### src/rtl/fetch_pkg.sv
// fetch_pkg: shared widths and FSM state encodings for the instruction fetch unit.
// No ports; imported by fetch_unit and fetch_buf.
package fetch_pkg;
    localparam int DEF_ADDR_W  = 16;
    localparam int DEF_INSTR_W = 16;
    localparam logic [1:0] ST_IDLE  = 2'd0;
    localparam logic [1:0] ST_REQ   = 2'd1;
    localparam logic [1:0] ST_HOLD  = 2'd2;
    localparam logic [1:0] ST_DRAIN = 2'd3;
    typedef enum logic [1:0] {
        IDLE  = ST_IDLE,
        REQ   = ST_REQ,
        HOLD  = ST_HOLD,
        DRAIN = ST_DRAIN
    } state_t;
endpackage

### src/rtl/fetch_buf.sv
// fetch_buf: 2-entry in-order FIFO of {pc, instr} used by the prefetching fetch unit.
// Ports: clk/rst; push_i with pc_i/instr_i writes the tail; pop_i retires the head;
// flush_i empties the FIFO; pc_o/instr_o show the head; count_o is occupancy (0..2).
module fetch_buf
    import fetch_pkg::*;
#(
    parameter int ADDR_W  = DEF_ADDR_W,
    parameter int INSTR_W = DEF_INSTR_W
) (
    input  logic               clk,
    input  logic               rst,
    input  logic               push_i,
    input  logic               pop_i,
    input  logic               flush_i,
    input  logic [ADDR_W-1:0]  pc_i,
    input  logic [INSTR_W-1:0] instr_i,
    output logic [ADDR_W-1:0]  pc_o,
    output logic [INSTR_W-1:0] instr_o,
    output logic [1:0]         count_o
);
    logic [ADDR_W+INSTR_W-1:0] mem_q [2];
    logic                      wr_q, rd_q;
    logic [1:0]                cnt_q;

    always_ff @(posedge clk) begin
        if (rst) begin
            mem_q <= '{default: '0};
            wr_q  <= 1'b0;
            rd_q  <= 1'b0;
            cnt_q <= 2'd0;
        end else if (flush_i) begin
            wr_q  <= 1'b0;
            rd_q  <= 1'b0;
            cnt_q <= 2'd0;
        end else begin
            if (push_i) begin
                mem_q[wr_q] <= {pc_i, instr_i};
                wr_q        <= ~wr_q;
            end
            if (pop_i)
                rd_q <= ~rd_q;
            cnt_q <= cnt_q + 2'(push_i) - 2'(pop_i);
        end
    end

    assign {pc_o, instr_o} = mem_q[rd_q];
    assign count_o         = cnt_q;
endmodule

### src/rtl/fetch_unit.sv
// fetch_unit: instruction fetch front end driving PC inc/load, memory req/ack and a valid/ready decode port.
// Ports: clk/rst (sync, active-high); pc_q current PC; pc_inc/pc_ld/pc_ld_val PC controls;
// mem_req/mem_addr/mem_ack/mem_rdata memory read; ir_valid/ir_ready/ir_data/ir_pc decode port;
// redir/redir_addr redirect from execute. Define FETCH_PREFETCH_EN for a 2-entry prefetch buffer.
module fetch_unit
    import fetch_pkg::*;
#(
    parameter int ADDR_W  = DEF_ADDR_W,
    parameter int INSTR_W = DEF_INSTR_W
) (
    input  logic               clk,
    input  logic               rst,
    input  logic [ADDR_W-1:0]  pc_q,
    output logic               pc_inc,
    output logic               pc_ld,
    output logic [ADDR_W-1:0]  pc_ld_val,
    output logic               mem_req,
    output logic [ADDR_W-1:0]  mem_addr,
    input  logic               mem_ack,
    input  logic [INSTR_W-1:0] mem_rdata,
    output logic               ir_valid,
    input  logic               ir_ready,
    output logic [INSTR_W-1:0] ir_data,
    output logic [ADDR_W-1:0]  ir_pc,
    input  logic               redir,
    input  logic [ADDR_W-1:0]  redir_addr
);
    state_t              state_q, state_d;
    logic                mem_req_q;
    logic [ADDR_W-1:0]   mem_addr_q, addr_d;
    logic                buf_full_d;

    // Load wins over increment, so an ack in a redirect cycle never advances the PC.
    assign pc_ld     = !rst && redir;
    assign pc_ld_val = pc_ld ? redir_addr : '0;
    assign pc_inc    = !rst && !redir && state_q == REQ && mem_ack;
    assign mem_req   = mem_req_q;
    assign mem_addr  = mem_addr_q;

`ifdef FETCH_PREFETCH_EN
    logic [1:0] cnt;
    logic       pop;
    assign pop = ir_valid && ir_ready && !redir;
    fetch_buf #(.ADDR_W(ADDR_W), .INSTR_W(INSTR_W)) u_buf (
        .clk     (clk),
        .rst     (rst),
        .push_i  (pc_inc),
        .pop_i   (pop),
        .flush_i (redir),
        .pc_i    (mem_addr_q),
        .instr_i (mem_rdata),
        .pc_o    (ir_pc),
        .instr_o (ir_data),
        .count_o (cnt)
    );
    assign ir_valid   = cnt != 2'd0;
    // An in-flight request reserves a slot, so only request again when at most one entry remains.
    assign buf_full_d = (cnt + 2'(pc_inc) - 2'(pop)) == 2'd2;
`else
    logic               ir_valid_q;
    logic [INSTR_W-1:0] ir_data_q;
    logic [ADDR_W-1:0]  ir_pc_q;
    assign buf_full_d = pc_inc || (state_q == HOLD && !ir_ready);
    always_ff @(posedge clk) begin
        if (rst) begin
            ir_valid_q <= 1'b0;
            ir_data_q  <= '0;
            ir_pc_q    <= '0;
        end else begin
            ir_valid_q <= state_d == HOLD;
            if (pc_inc) begin
                ir_data_q <= mem_rdata;
                ir_pc_q   <= mem_addr_q;
            end
        end
    end
    assign ir_valid = ir_valid_q;
    assign ir_data  = ir_data_q;
    assign ir_pc    = ir_pc_q;
`endif

    // Address for a fresh request: the redirect target, else the PC as it will read after this edge.
    assign addr_d = redir ? redir_addr : pc_inc ? pc_q + ADDR_W'(1) : pc_q;

    always_comb begin
        state_d = state_q;
        case (state_q)
            IDLE:  state_d = REQ;
            REQ:   state_d = redir ? (mem_ack ? REQ : DRAIN) : (mem_ack && buf_full_d) ? HOLD : REQ;
            HOLD:  state_d = (redir || !buf_full_d) ? REQ : HOLD;
            DRAIN: state_d = mem_ack ? REQ : DRAIN;
        endcase
    end

    always_ff @(posedge clk) begin
        if (rst) begin
            state_q    <= IDLE;
            mem_req_q  <= 1'b0;
            mem_addr_q <= '0;
        end else begin
            state_q   <= state_d;
            mem_req_q <= state_d == REQ || state_d == DRAIN;
            // Address is held while a request waits for its ack; a new one is latched on every REQ entry.
            if (state_d == REQ && !(state_q == REQ && !mem_ack))
                mem_addr_q <= addr_d;
        end
    end
endmodule

### config.mk
export PLATFORM = sky130hd
export DESIGN_NAME = fetch_unit
export DESIGN_NICKNAME = d
export VERILOG_FILES = /design/src/rtl/fetch_pkg.sv /design/src/rtl/fetch_buf.sv /design/src/rtl/fetch_unit.sv
export SDC_FILE = /design/constraint.sdc
export NUM_CORES = 1
export LEC_CHECK = 0
export CAP_MARGIN = 10
export CORE_MARGIN = 2
export CORE_UTILIZATION = 25
export CTS_CLUSTER_SIZE = 12
export DETAILED_ROUTE_END_ITERATION = 7
export HOLD_SLACK_MARGIN = 0.02
export PLACE_DENSITY = 0.53
export SYNTH_ARGS = -nofsm -noshare
export SYNTH_HDL_FRONTEND = slang
export SYNTH_SLANG_ARGS = --single-unit
### constraint.sdc
create_clock -name clk -period 1.9 [get_ports clk]
set_input_delay 0.38 -clock clk [delete_from_list [all_inputs] [get_ports clk]]
set_output_delay 0.38 -clock clk [all_outputs]
set_load 0.01 [all_outputs]
Yosys cells after proc, flatten, opt, wreduce, memory -nomap -nowiden
Cells that the tools add are included.
- reductions and logical operators: 18
- add/subtract/negate cells: 1
- eq/ne operators: 6
- muxes and demuxes: 8
- operators by type and width (operator ; number):
    16-bit 2-to-1 mux ; 3
    16-bit by 1-bit adder with 16-bit output, second input constant ; 1
    2-bit == test, second input constant ; 4
    1-bit logical AND ; 8
    2-bit 2-to-1 mux ; 4
    2-bit one-hot mux with 4 select lines ; 1
    1-bit zero test ; 6
    2-bit by 1-bit == test with 1-bit output, second input constant ; 2
    1-bit logical OR ; 3
    2-bit zero test ; 1
- output and inout port bits: 68
- register bits: 52

Depth between registers and ports, before layout
- depth in word-level cells: 11
- gate-level depth with buffers: 8
- gate-level depth less buffers: 6

Worst setup path after synthesis
No wires, ideal clock.
- path type: input to output
- start: input redir
- end: output pc_inc
- arrival time: 1.502 ns
- required time: 1.520 ns
- path slack: 0.018 ns
- stages: 6
- cell sequence: buf_2 or3_4 buf_6 nor2_8 buf_2 buf_2
- word-level cells in the longest chain between the ends: 4
- ends and longest elaborated chain (item ; line ; source):
    from (decl) ; fetch_unit.sv:25 ; input logic redir,
    1-bit zero test ; fetch_unit.sv:36 ; assign pc_inc = !rst && !redir && state_q == REQ && mem_ack;
    1-bit logical AND (3 in a row) ; fetch_unit.sv:36 ;
    to (decl) ; fetch_unit.sv:14 ; output logic pc_inc,
Every way passes these cells.

Worst setup path after layout
- start: register state_q[1]
- end: output pc_inc
- word-level cells in the longest chain between the ends: 3
- ends and longest elaborated chain (item ; line ; source):
    from (decl) ; fetch_unit.sv:28 ; state_t state_q, state_d;
    from (signal assigned) ; fetch_unit.sv:101 ; state_q <= state_d;
    2-bit by 1-bit == test with 1-bit output ; fetch_unit.sv:36 ;
    1-bit logical AND (2 in a row) ; fetch_unit.sv:36 ;
Every way passes these cells.

==> key figures <==
Global route
  • Gr busiest metal: met2
  • Largest net degree at the start of global routing: 50
  • Met3 Use GR: 0.02668
  • First-pass GRT wire length: 11,420 um
  • GRT Util Overall: 0.1369
  • Congestion Overflow GR: 0
  • Met2 Use GR: 0.2308
  • Initial antenna violation count: 0
  • Vias in the first global route: 2,297
  • Met1 usage: 0.1794

Synthesis
  • Adder-Cell Fraction of Synth Area: 0.005163
  • Post-Syn Area: 2424 sq um
  • Leading area contributor after synthesis: dfxtp_1
  • Yosys warns: 0
  • Synth Area in Compound Gates: 0.1755
  • Most common cell in the synthesized netlist: dfxtp_1
  • Yosys cell types: 41
  • Sequential fraction of the synthesis area: 0.4295
  • Yosys reg bits: 52
  • Post-synthesis mux area share: 0
  • Avg Cell Area, Syn: 8.133 sq um
  • Synth async-reset ratio: 0
  • Syn_nets: 352
  • Synth Flop Type: dfxtp_1
  • Number of synthesized flops with an enable pin: 0
  • Cell count after synthesis: 298
  • Commonest cells post-synth: 52 x dfxtp_1, 50 x nand2_1, 36 x o21ai_0
  • Top cell type's share of synthesized area: 0.4295
  • Post-synthesis simple-gate area fraction: 0.3165
  • Top cells by area, synth: dfxtp_1 43%, nand2b_1 8.8%, nand2_1 7.7%, o21ai_0 7.4%, and2_1 4.1%
  • Largest family of logic cells by synthesized area: simple AND/OR/NAND/NOR gates
  • Post-synthesis xor/xnor area fraction: 0.02530

Place
  • RePlAce Congestion: 0.7833
  • PortBufs: 120
  • Placed Cells incl. Taps: 561
  • Post-DP HPWL: 5482 um

Timing
  • Slew Limit Headroom: 0.7105
  • Period utilisation layout: 0.9546
  • Fmax: 551.3 MHz
  • Final setup fails: 0
  • Worst-Margin Slew: 0.4343 ns
  • Setup TNS: 0 ns
  • Hold Vio Cnt, Final: 0
  • Clock Skews: 0.005903 ns
  • Slew Limit Fails: 0
  • RSZ-0062 raised after global routing: no
  • Period minus WS final: 1.814 ns

Die
  • Starting Density: 0.2598
  • Die height: 102.5 um
  • # IOs: 121
  • Core ar.: 9328 sq um
  • Std-Cell Rows: 35
  • Die width: 102.5 um
  • Die area: 10,500 sq um

CTS
  • CTS Hold Bufs: 0
  • CTS Buffer Depth: 2
  • H-Tree Depth: 2
  • Clk sinks: 52
  • Root Buffer: clkbuf_8
  • TritonCTS clock tree: yes
  • Clock transition at the registers of the reported paths: 0.10 ns
  • Worst skew pair latency: 0.30 ns
  • CTS Buf Count: 5

Layout
  • Nets: 496
  • Area Overhead vs Synth: 68.97%
  • # fillers: 974
  • Share of cells above drive strength 1: 0.1490
  • Antenna cells: 0
  • Cell Count, Final, Fillers Out: 572

Route
  • Routed Antenna Nets: 0
  • Vias per cell: 4.306
  • WL/cell: 12.62 um
  • Drt first pass iters: 4
  • Total Wirelength: 7221 um
  • DRT iter0 DRCs: 64
  • Routed via count: 2,463
  • Post-route DRC: 0

Worst setup path
  • Slowest stage delay, CP: 0.42 ns
  • Critical Path Slowest Stage Cell: or3_4
  • Crit path cell chain: or3_4, nor2_8, clkdlybuf4s15_1
  • WS Path Type: reg -> out
  • CP startpoint kind: register
  • Reg2reg path depth: 5
  • Crit path capture type: primary output
  • CP Max Fanout: 2
  • Crit path DAT: 1.43 ns
  • Critical Path RT: 1.52 ns

Job
  • Number of max-cap violations: 0

Power and ir drop
  • Power Density: 615.9 nW/um^2
  • Leak Pwr: 1.594 nW
  • VDD IR-drop max: 0.4205 mV

Min path
  • Class of the most critical hold timing path: in -> reg
  • Hold path depth: 3

Run status
  • Outcome: completed
[layout make-up]
| type | count | area, sq um | share of cell area |
|---|---|---|---|
| clock inverters | 2 | 38.79 | 0.009471 |
| repair buffers | 159 | 1475 | 0.3602 |
| clock buffers | 6 | 82.58 | 0.02016 |
| flip-flops and latches | 52 | 1041 | 0.2542 |
| multi-input cells | 222 | 1289 | 0.3147 |
| well taps | 129 | 161.4 | 0.03941 |
| inverters | 2 | 7.507 | 0.001833 |
[metal layers]
metal | vias up | part of all wire
met5 | - | 0
met4 | 0 | 0.012
met3 | 6 | 0.045
met2 | 73 | 0.47
met1 | 1094 | 0.47
li1 | 1290 | -
[registers in the layout (all words and copies together) (netlist names)]
name      count
mem_addr     16
ir_data      16
state_q       2
ir_pc        16
ir_valid      1
mem_req       1
[repair_timing]
| action | CTS | global route |
|---|---|---|
| setup buffers | 2 | 0 |
| gates cloned | 1 | 0 |
| endpoints found under the setup margin | 53 | 34 |
| hold endpoints to repair | 0 | 0 |
| pin swaps | 1 | 0 |
| resized for setup | 31 | 9 |
[layout by cell type (no fill, tap or decap), drive strengths merged, types with 5 or more instances in the layout]
cell,n
clkdlybuf4s50,101
dfxtp,52
nand2,51
o21ai,44
buf,40
nand2b,34
a21oi,17
and2,16
dlygate4sd2,11
clkbuf,11
nor2,10
and3,8
nand3,5
[where the power goes]
part / switching, mW / total, mW / internal [mW]
sequential: 0.0350 / 1.18 / 1.14
clock: 0.371 / 0.802 / 0.431
combinational: 0.224 / 0.543 / 0.320
total: 0.630 / 2.52 / 1.89
[metrics by stage]
stage          cell area, sq um  setup WS (ns)  power (mW)    util  hold WS [ns]
5_1_grt                    4095       0.008903       2.645  0.4390        0.4457
3_5_place_dp               3955        -0.5019       1.752  0.4240        0.4560
3_3_place_gp               3955        -0.4669       1.751  0.4240        0.4525
2_1_floorplan              2424        0.01765       1.407       -        0.4862
4_1_cts                    4100        0.03049       2.567  0.4396        0.4267
6_report                   4095        0.08619       2.522  0.4390        0.4399
[path summary, 6_finish.rpt]
kind / start / slack [ns] / endpoint
max: state_q[1] / 0.09 / pc_inc
min: rst / 0.44 / mem_req
max reg2reg: state_q[1] / 0.12 / mem_addr[7]
min reg2reg: ir_data[10] / 0.47 / ir_data[10]
[cells by family after synthesis]
logic type / after synthesis
compound gates: 75
xor+xnor: 7
buf+inv: 24
flops: 52
fa+ha+maj: 1
simple gates: 139
[worst max-delay path, delay by kind of cell (launching register included)]
family | cells | cell delay (ns)
DFF | 1 | 0.32
buffers and inverters | 1 | 0.29
and+or+nand+nor | 2 | 0.52
(Power assumes the default switching activity.)
